$ cat src/rtl/apb4_regfile_slave.sv
// ---------------------------------------------------------------------------
// apb4_regfile_slave
//   APB4 slave exposing NREGS read/write data registers. Supports byte
//   strobes, a fixed number of wait states per transfer and PSLVERR for
//   bad addresses or strobed reads. Register contents are also driven out in
//   parallel (regs_o), one cycle after the write completes.
//
// Ports
//   PCLK     in   clock, rising edge
//   PRESET   in   asynchronous reset, active-high
//   PSEL     in   slave select
//   PENABLE  in   access phase
//   PWRITE   in   1 = write, 0 = read
//   PADDR    in   byte address
//   PWDATA   in   write data
//   PSTRB    in   write byte enables
//   PRDATA   out  read data, non-zero only on a successful read with PREADY
//   PREADY   out  transfer completes this cycle
//   PSLVERR  out  error response, only with PREADY
//   regs_o   out  flattened registers, reg i = regs_o[i*DATA_WIDTH +: DATA_WIDTH]
// ---------------------------------------------------------------------------
module apb4_regfile_slave #(
  parameter int                       DATA_WIDTH  = 32,
  parameter int                       ADDR_WIDTH  = 32,
  parameter int                       NREGS       = 16,
  parameter logic [ADDR_WIDTH-1:0]    BASE_ADDR   = '0,
  parameter int                       WAIT_STATES = 0,
  parameter logic [DATA_WIDTH-1:0]    REG_RESET   = '0
) (
  input  logic                          PCLK,
  input  logic                          PRESET,
  input  logic                          PSEL,
  input  logic                          PENABLE,
  input  logic                          PWRITE,
  input  logic [ADDR_WIDTH-1:0]         PADDR,
  input  logic [DATA_WIDTH-1:0]         PWDATA,
  input  logic [DATA_WIDTH/8-1:0]       PSTRB,
  output logic [DATA_WIDTH-1:0]         PRDATA,
  output logic                          PREADY,
  output logic                          PSLVERR,
  output logic [NREGS*DATA_WIDTH-1:0]   regs_o
);

  localparam int NBYTES = DATA_WIDTH / 8;
  localparam int LSB    = $clog2(NBYTES);
  localparam logic [ADDR_WIDTH-1:0] ALIGN_MASK = ADDR_WIDTH'(NBYTES - 1);

  // One-hot IDLE/ACCESS encoding shared with the other bus slaves.
  typedef enum logic [1:0] {
    IDLE   = 2'b01,
    ACCESS = 2'b10
  } state_t;

  state_t     state_q, state_d;
  logic [3:0] cnt_q, cnt_d;

  // -------------------------------------------------------------------------
  // Address decode (purely combinational on the current bus signals)
  // -------------------------------------------------------------------------
  logic [ADDR_WIDTH-1:0] off;
  logic [ADDR_WIDTH-1:0] idx_full;
  logic                  addr_below;
  logic                  misalign;
  logic                  out_of_range;
  logic                  strb_on_read;
  logic                  dec_err;
  logic [NREGS-1:0]      wr_sel;
  logic [DATA_WIDTH-1:0] rd_mux;
  logic [NREGS*DATA_WIDTH-1:0] regs_flat;

  always_comb begin
    off          = PADDR - BASE_ADDR;
    idx_full     = off >> LSB;
    addr_below   = (PADDR < BASE_ADDR);
    misalign     = ((off & ALIGN_MASK) != '0);
    out_of_range = (idx_full >= ADDR_WIDTH'(NREGS));
    strb_on_read = !PWRITE && (PSTRB != '0);
    dec_err      = addr_below | misalign | out_of_range | strb_on_read;
  end

  // Full-width index compare avoids truncating the decoded index, so an
  // out-of-range offset can never alias onto a real register.
  always_comb begin
    wr_sel = '0;
    rd_mux = '0;
    for (int i = 0; i < NREGS; i++) begin
      if (idx_full == ADDR_WIDTH'(i)) begin
        wr_sel[i] = 1'b1;
        rd_mux    = regs_flat[i*DATA_WIDTH +: DATA_WIDTH];
      end
    end
  end

  // -------------------------------------------------------------------------
  // Handshake
  // -------------------------------------------------------------------------
  logic xfer_done;
  logic wr_fire;

  always_comb begin
    PREADY    = (state_q == ACCESS) && (cnt_q == 4'd0);
    xfer_done = PREADY && PSEL && PENABLE;
    wr_fire   = xfer_done && PWRITE && !dec_err;
    PSLVERR   = PREADY && dec_err;
    PRDATA    = (PREADY && !PWRITE && !dec_err) ? rd_mux : '0;
  end

  always_comb begin
    state_d = state_q;
    cnt_d   = cnt_q;
    case (state_q)
      IDLE: begin
        // Only a proper setup phase starts a transfer; a stray PENABLE
        // without the preceding setup cycle is ignored.
        if (PSEL && !PENABLE) begin
          state_d = ACCESS;
          cnt_d   = 4'(WAIT_STATES);
        end
      end
      ACCESS: begin
        if (!PSEL) begin
          // Master abandoned the transfer: no update, no response.
          state_d = IDLE;
          cnt_d   = 4'd0;
        end else if (cnt_q != 4'd0) begin
          cnt_d = cnt_q - 4'd1;
        end else if (PENABLE) begin
          state_d = IDLE;
        end
      end
      default: begin
        state_d = IDLE;
        cnt_d   = 4'd0;
      end
    endcase
  end

  always_ff @(posedge PCLK or posedge PRESET) begin
    if (PRESET) begin
      state_q <= IDLE;
      cnt_q   <= 4'd0;
    end else begin
      state_q <= state_d;
      cnt_q   <= cnt_d;
    end
  end

  // -------------------------------------------------------------------------
  // Register storage. out_q is a one-cycle delayed copy that feeds regs_o.
  // -------------------------------------------------------------------------
  for (genvar gi = 0; gi < NREGS; gi++) begin : g_reg
    logic [DATA_WIDTH-1:0] reg_q, reg_d, out_q;

    always_comb begin
      reg_d = reg_q;
      for (int b = 0; b < NBYTES; b++) begin
        if (wr_fire && wr_sel[gi] && PSTRB[b]) begin
          reg_d[b*8 +: 8] = PWDATA[b*8 +: 8];
        end
      end
    end

    always_ff @(posedge PCLK or posedge PRESET) begin
      if (PRESET) begin
        reg_q <= REG_RESET;
        out_q <= REG_RESET;
      end else begin
        reg_q <= reg_d;
        out_q <= reg_q;
      end
    end

    assign regs_flat[gi*DATA_WIDTH +: DATA_WIDTH] = reg_q;
    assign regs_o[gi*DATA_WIDTH +: DATA_WIDTH]    = out_q;
  end

endmodule
$ cat config.mk
export PLATFORM = sky130hd
export DESIGN_NAME = apb4_regfile_slave
export DESIGN_NICKNAME = d
export VERILOG_FILES = /design/src/rtl/apb4_regfile_slave.sv
export SDC_FILE = /design/constraint.sdc
export NUM_CORES = 2
export LEC_CHECK = 0
export ABC_AREA = 1
export BUFFER_PORTS_ARGS = -buffer_cell sky130_fd_sc_hd__buf_2
export CAP_MARGIN = 20
export CORE_ASPECT_RATIO = 1.75
export CORE_MARGIN = 4
export CORE_UTILIZATION = 50
export CTS_CLUSTER_DIAMETER = 200
export DETAILED_ROUTE_END_ITERATION = 8
export PLACE_DENSITY = 0.7
export SLEW_MARGIN = 20
export SYNTH_ARGS = -nofsm -noshare
export SYNTH_HDL_FRONTEND = slang
export SYNTH_SLANG_ARGS = --single-unit
export TNS_END_PERCENT = 1
$ cat constraint.sdc
create_clock -name PCLK -period 46.5 [get_ports PCLK]
set_input_delay 4.65 -clock PCLK [delete_from_list [all_inputs] [get_ports PCLK]]
set_output_delay 4.65 -clock PCLK [all_outputs]
set_load 0.02 [all_outputs]
### Word-level counts from Yosys, hierarchy flattened

Cells that the tools add are included.

* bits of input ports: 73
* output and inout port bits: 546
* logic and storage cells: 251
* bits in registers: 1030

* reduce and logical (&&, ||, !) cells: 100
* add/sub/neg operators: 1
* bitwise gates (word level): 3
* muxes and demuxes: 42
* equality and inequality tests: 21
* order comparisons: 2

Operators by type and width (count)
* 32-bit 2-to-1 mux: 17
* 30-bit by 4-bit == test with 1-bit output (second input constant): 8
* 30-bit by 3-bit == test with 1-bit output (second input constant): 4
* 1-bit logical AND: 90
* 30-bit by 2-bit == test with 1-bit output (second input constant): 2
* 32-bit logical NOT: 1
* 32-bit by 1-bit < comparator with 1-bit output (second input constant): 1
* 32-bit nonzero test: 1
* 30-bit by 1-bit == test with 1-bit output (second input constant): 1
* 30-bit by 5-bit greater-or-equal comparator with 1-bit output (second input constant): 1
* 1-bit 2-to-1 mux: 16
* 4-bit 2-to-1 mux: 3
* 2-bit 2-to-1 mux: 4
* 4-bit one-hot mux with 2 select lines: 1
* 4-bit nonzero test: 2
* 3-bit != test (second input constant): 2
* 4-bit logical NOT: 1
* 2-bit one-hot mux with 2 select lines: 1
* 4-bit by 1-bit subtractor with 4-bit output (second input constant): 1
* 1-bit logical NOT: 3
* 3-bit by 2-bit != test with 1-bit output (second input constant): 1
* 1-bit OR: 3
* 3-bit AND reduction: 1
* 2-bit by 1-bit == test with 1-bit output (second input constant): 1
* 3 further kinds: 3

### Depth between registers and ports, before layout

* word-level depth: 18
* depth in mapped cells: 25

### Least setup slack after synthesis

No wires, ideal clock.

* path type: input to output
* start point: in PADDR[11]
* end point: out PRDATA[11]
* data arrival time: 6646 ps
* stages: 23
* setup slack: 35204 ps
* cells stage by stage: nor2_1 -> nand2_1 -> nor2_2 -> buf_4 -> nand2_1 -> nor2_2 -> buf_2 -> nand3_1 -> nand3_1 -> nand2_1 -> nand2_1 -> o21ai_1 -> nand2_1 -> nand3_1 -> nand2_1 -> nand2_1 -> nand2_1 -> nand2_1 -> nand3_1 -> nand2_1 -> nand2_1 -> nand2_1 -> a21oi_1

* cells in the longest elaborated chain, start to end: 18
* elaborated cells on any way between the ends: 40
* those cells by class: order compare (2); eq/ne (15); mux (17); bitwise (3); reduce/logical (3)

RTL lines
* start: declaration: line 35 `input logic [ADDR_WIDTH-1:0] PADDR,`
* 32-bit logical NOT: line 87 `if (idx_full == ADDR_WIDTH'(i)) begin`
* 32-bit 2-to-1 mux (16 in a row): line 87
* 32-bit 2-to-1 mux (*): line 105 `PRDATA = (PREADY && !PWRITE && !dec_err) ? rd_mux : '0;`
* end: declaration: line 38 `output logic [DATA_WIDTH-1:0] PRDATA,`

Every way passes the cells marked *; elsewhere a longest branch is shown, timed or not.

### Worst setup path in the final report

* start point: in PADDR[11]
* end point: out PRDATA[27]

The elaborated chain is that of the path after synthesis.

==> results <==
- Of the cells placed in the final design, the portion with a size suffix greater than 1 is 20.10%.
- Summed over all layers, the global routing overflow is 0.
- The largest voltage drop on the vdd net is 0.02657 mV.
- The total of warnings raised by yosys is 0.
- The post-synth design cell area is between 0.03 and 0.04 mm^2.
- The die covers 0.07948 mm^2.
- Based on the critical path, the design can be clocked at up to approximately 76 MHz.
- The number of primary I/O pins is 619.
- The row count is 132.
- The number of gates resized after cts is 0.
- STA puts the critical path data required time at roughly 42 ns.
- Once placement finished, the instance area stood at 0.04117 mm^2.
- The floorplan step defined a core boundary enclosing 0.07416 mm^2.
- In this run the remaining antenna-violating nets after routing total 0.
- For the final routed database, the setup TNS stands at 0 ns.
- Hold repair after CTS inserted 0 buffers.
- The die is between 200 and 250 um wide.
- In this run the number of H-tree levels came out at 3.
- Dividing the final minimum period by the clock period gives 28.34%.
- The sequential cell area in the final layout is 0.02578 mm^2.
- The wire length per cell is 25.55 um.
- After routing the design area is 0.04413 mm^2.
- The via count is 29,190.
- The mean cell area of the mapped netlist is 10.13 um^2.
- In this run the worst path has a maximum fanout of 60.
- The number of global-route vias before repair is 27,860.
- TritonCTS built the clock tree.
- The hold violation total from the final report is 0.
- Global routing consumed, over all layers together, roughly 34% of the routing resources.
- The starting density of the core is 50.48%.
- The setup-violating endpoint count in the final report is 0.
- The critical path data arrival time is 8.53 ns.
- Clock tree synthesis inserted a total of 88 buffers.
- The total length of routed met3 wires is 11,900 um.
- The number of antenna violations at the first check in global routing is 8.
- The total leakage power is roughly 0.024 uW.
- Yosys mapped the design onto 34 distinct sky130hd cell types.
- The clock skew is about 0.018 ns.
- The first TritonRoute pass finished after 6 iterations.
- The post-synthesis cell count is around 3,700.
- The highest metal layer with signal wires is met5.
- After detailed routing, the total wire length is 134,200 um.
- The worst pin sits at a relative slew slack of 18.00%.
- Counting every sink on the clock net gives between 1,000 and 1,500.
- The clock latency of the later-clocked register in the worst-skew pair is 0.68 ns.
- The nature of the critical path startpoint is a primary input.
- The transition at the pin with the smallest max-transition slack is roughly 1.2 ns.
- The reported max-cap violation count is 0.
- After detailed routing, the number of remaining DRC violations is 0.
- The placer congestion estimate is 0.9135.
- The layout-stage area growth over the synthesis result is 17.89%.
- The flip-flop and latch count after synthesis is 1,030.
- The sequential-to-total area share from yosys stat is 68.86%.
- The library cell used most frequently in the layout, excluding fill and tap cells, is sky130_fd_sc_hd__nand2_1.
- For this block, the initial DRC count from the detailed router was 3,258.
- Entering global routing, the biggest net connects ~180 pins.
- The total length of routed met2 wires is 59,750 um.
- Summing all multi-input logic gate instances after layout gives 0.009948 mm^2.
- Setup repair after global routing left no endpoint under its margin.
- After the last flow step, the layout net total stands at 4,315.
- The power per cell area is 38.83 mW/mm^2.
- In this run the clock root is driven by a sky130_fd_sc_hd__clkbuf_16.
- The die height is roughly 370 um.
- After clock tree synthesis, the clock-pin slew on the worst setup and hold paths is 0.07 ns.
- The clock passes through at most 3 buffers.
- The kind of critical path is in -> out.
- The wire length of the first global-routing pass is just under 200,000 um.
- The half-perimeter wire length after placement is 95,100 um.
- The number of buffers inserted to repair setup after CTS is 0.
- The number of slew-limit violations in the final report is 0.
- Counting the fill cells in the layout gives 6,383.
- The worst setup path is captured at an output pin.
- Synthesis produced a netlist with a net count of 3,771.
- The flow ran to the end, and the final reports show no timing, DRC or antenna violations.
- The via count normalized by instance count is around 5.6.
- The shortest period the worst path allows is ~13 ns.
- Port buffering added 618 buffers.
- The wire length on met1 is about 54,000 um.
- The worst hold path belongs to the class reg -> reg.
- The library cells used most frequently in the layout, excluding fill and tap cells, are sky130_fd_sc_hd__nand2_1, sky130_fd_sc_hd__dfrtp_1, sky130_fd_sc_hd__buf_2.
==> worst paths after layout <==
| path | startpoint | endpoint | slack (ns) | cells after the start |
|---|---|---|---|---|
| max | PADDR[11] | PRDATA[27] | 33.32 | 26 |
| min | g_reg[11].reg_q[2]$_DFFE_PP0P_ | g_reg[11].out_q[2]$_DFF_PP0_ | 0.39 | 0 |
| max reg2reg | cnt_q[0]$_DFFE_PP0P_ | g_reg[7].reg_q[27]$_DFFE_PP0P_ | 42.86 | 11 |
| min reg2reg | g_reg[11].reg_q[2]$_DFFE_PP0P_ | g_reg[11].out_q[2]$_DFF_PP0_ | 0.39 | 0 |
| max in group asynchronous | PRESET | g_reg[6].out_q[29]$_DFF_PP0_ | 38.80 | 6 |
| min in group asynchronous | PRESET | g_reg[1].out_q[7]$_DFF_PP0_ | 4.10 | 2 |
==> per-stage QoR <==
stage          hold slack (ns)  setup slack, ns  cells  utilization [%]  total power, uW
6_report                0.3948            33.32   5252            59.51             1714
3_3_place_gp            0.3743            33.37   5089            55.52            969.3
3_5_place_dp            0.3786            33.38   5089            55.52            971.0
5_1_grt                 0.4030            33.01   5249            59.50             1763
4_1_cts                 0.3905            33.34   5247            59.49             1724
2_1_floorplan           0.3670            12.87   3697                -            947.4
==> critical path: stages <==
cell,delay [ns]
sky130_fd_sc_hd__buf_2,0.09
sky130_fd_sc_hd__nor2_1,0.10
sky130_fd_sc_hd__nand2_1,0.18
sky130_fd_sc_hd__nor2_2,0.47
sky130_fd_sc_hd__inv_1,0.19
sky130_fd_sc_hd__nor2_1,0.23
sky130_fd_sc_hd__nand2_2,0.07
sky130_fd_sc_hd__buf_4,0.32
sky130_fd_sc_hd__or2_2,0.36
sky130_fd_sc_hd__nand2_1,0.17
sky130_fd_sc_hd__nand2_1,0.08
sky130_fd_sc_hd__nand2_1,0.08
sky130_fd_sc_hd__nand2_1,0.05
sky130_fd_sc_hd__nand2_1,0.11
sky130_fd_sc_hd__nand2_1,0.06
sky130_fd_sc_hd__nand2_1,0.29
sky130_fd_sc_hd__nand2_1,0.09
sky130_fd_sc_hd__nand2_1,0.08
sky130_fd_sc_hd__nand2_1,0.08
sky130_fd_sc_hd__nand2_1,0.11
sky130_fd_sc_hd__nand3b_1,0.13
sky130_fd_sc_hd__nand2_1,0.09
sky130_fd_sc_hd__nand3b_1,0.07
sky130_fd_sc_hd__nand2_1,0.12
sky130_fd_sc_hd__inv_1,0.06
sky130_fd_sc_hd__buf_2,0.16
==> cell families after synthesis <==
logic type	synth area share [%]
simple gates	16.08
compound gates	10.37
fa+ha+maj	0.03342
flops	68.86
buf+inv	4.656
==> power by group <==
| part | internal (uW) | switching, uW |
|---|---|---|
| Sequential | 898 | 0.877 |
| Combinational | 7.95 | 47.0 |
| Clock | 423 | 337 |
==> sequential cells by signal, summed over array words and instances, names as in the netlist <==
| name | flops |
|---|---|
| g.out_q | 512 |
| cnt_q | 4 |
| g.reg_q | 512 |
| state_q | 2 |
==> cell type report <==
class / instances / area share, %
clock buffer: 124 / 5.877
timing repair buffer: 651 / 7.607
antenna: 5 / 0.02835
multi-input combinational: 2226 / 22.54
inverter: 244 / 2.092
sequential: 1030 / 58.41
clock inverter: 34 / 0.7853
tap: 938 / 2.659
==> routing by layer <==
layer	vias up	track usage (%)
li1	12940	-
met1	14380	46.84
met2	1624	49.94
met3	238	6.671
met4	4	18.40
met5	-	0
==> Yosys cell counts, drive strengths merged <==
cell	n	area (um^2)
nor3b	1	7.510
dfrtp	1029	25750
inv	244	915.9
a21boi	1	7.510
ha	1	12.51
nand3b	15	112.6
a21oi	76	380.4
dfstp	1	26.28
buf	52	282.8
o31ai	1	7.510
o21ai	662	3313
nor2	134	558.0
nor4	2	12.51
nand2	1098	4129
o2111ai	1	8.760
nor3	15	135.1
clkbuf	145	544.3
or2	39	244.0
o21bai	2	15.01
nand4	13	96.34
o211ai	20	150.1
nand3	145	725.7
No activity file was read; power rests on OpenSTA's default activity.
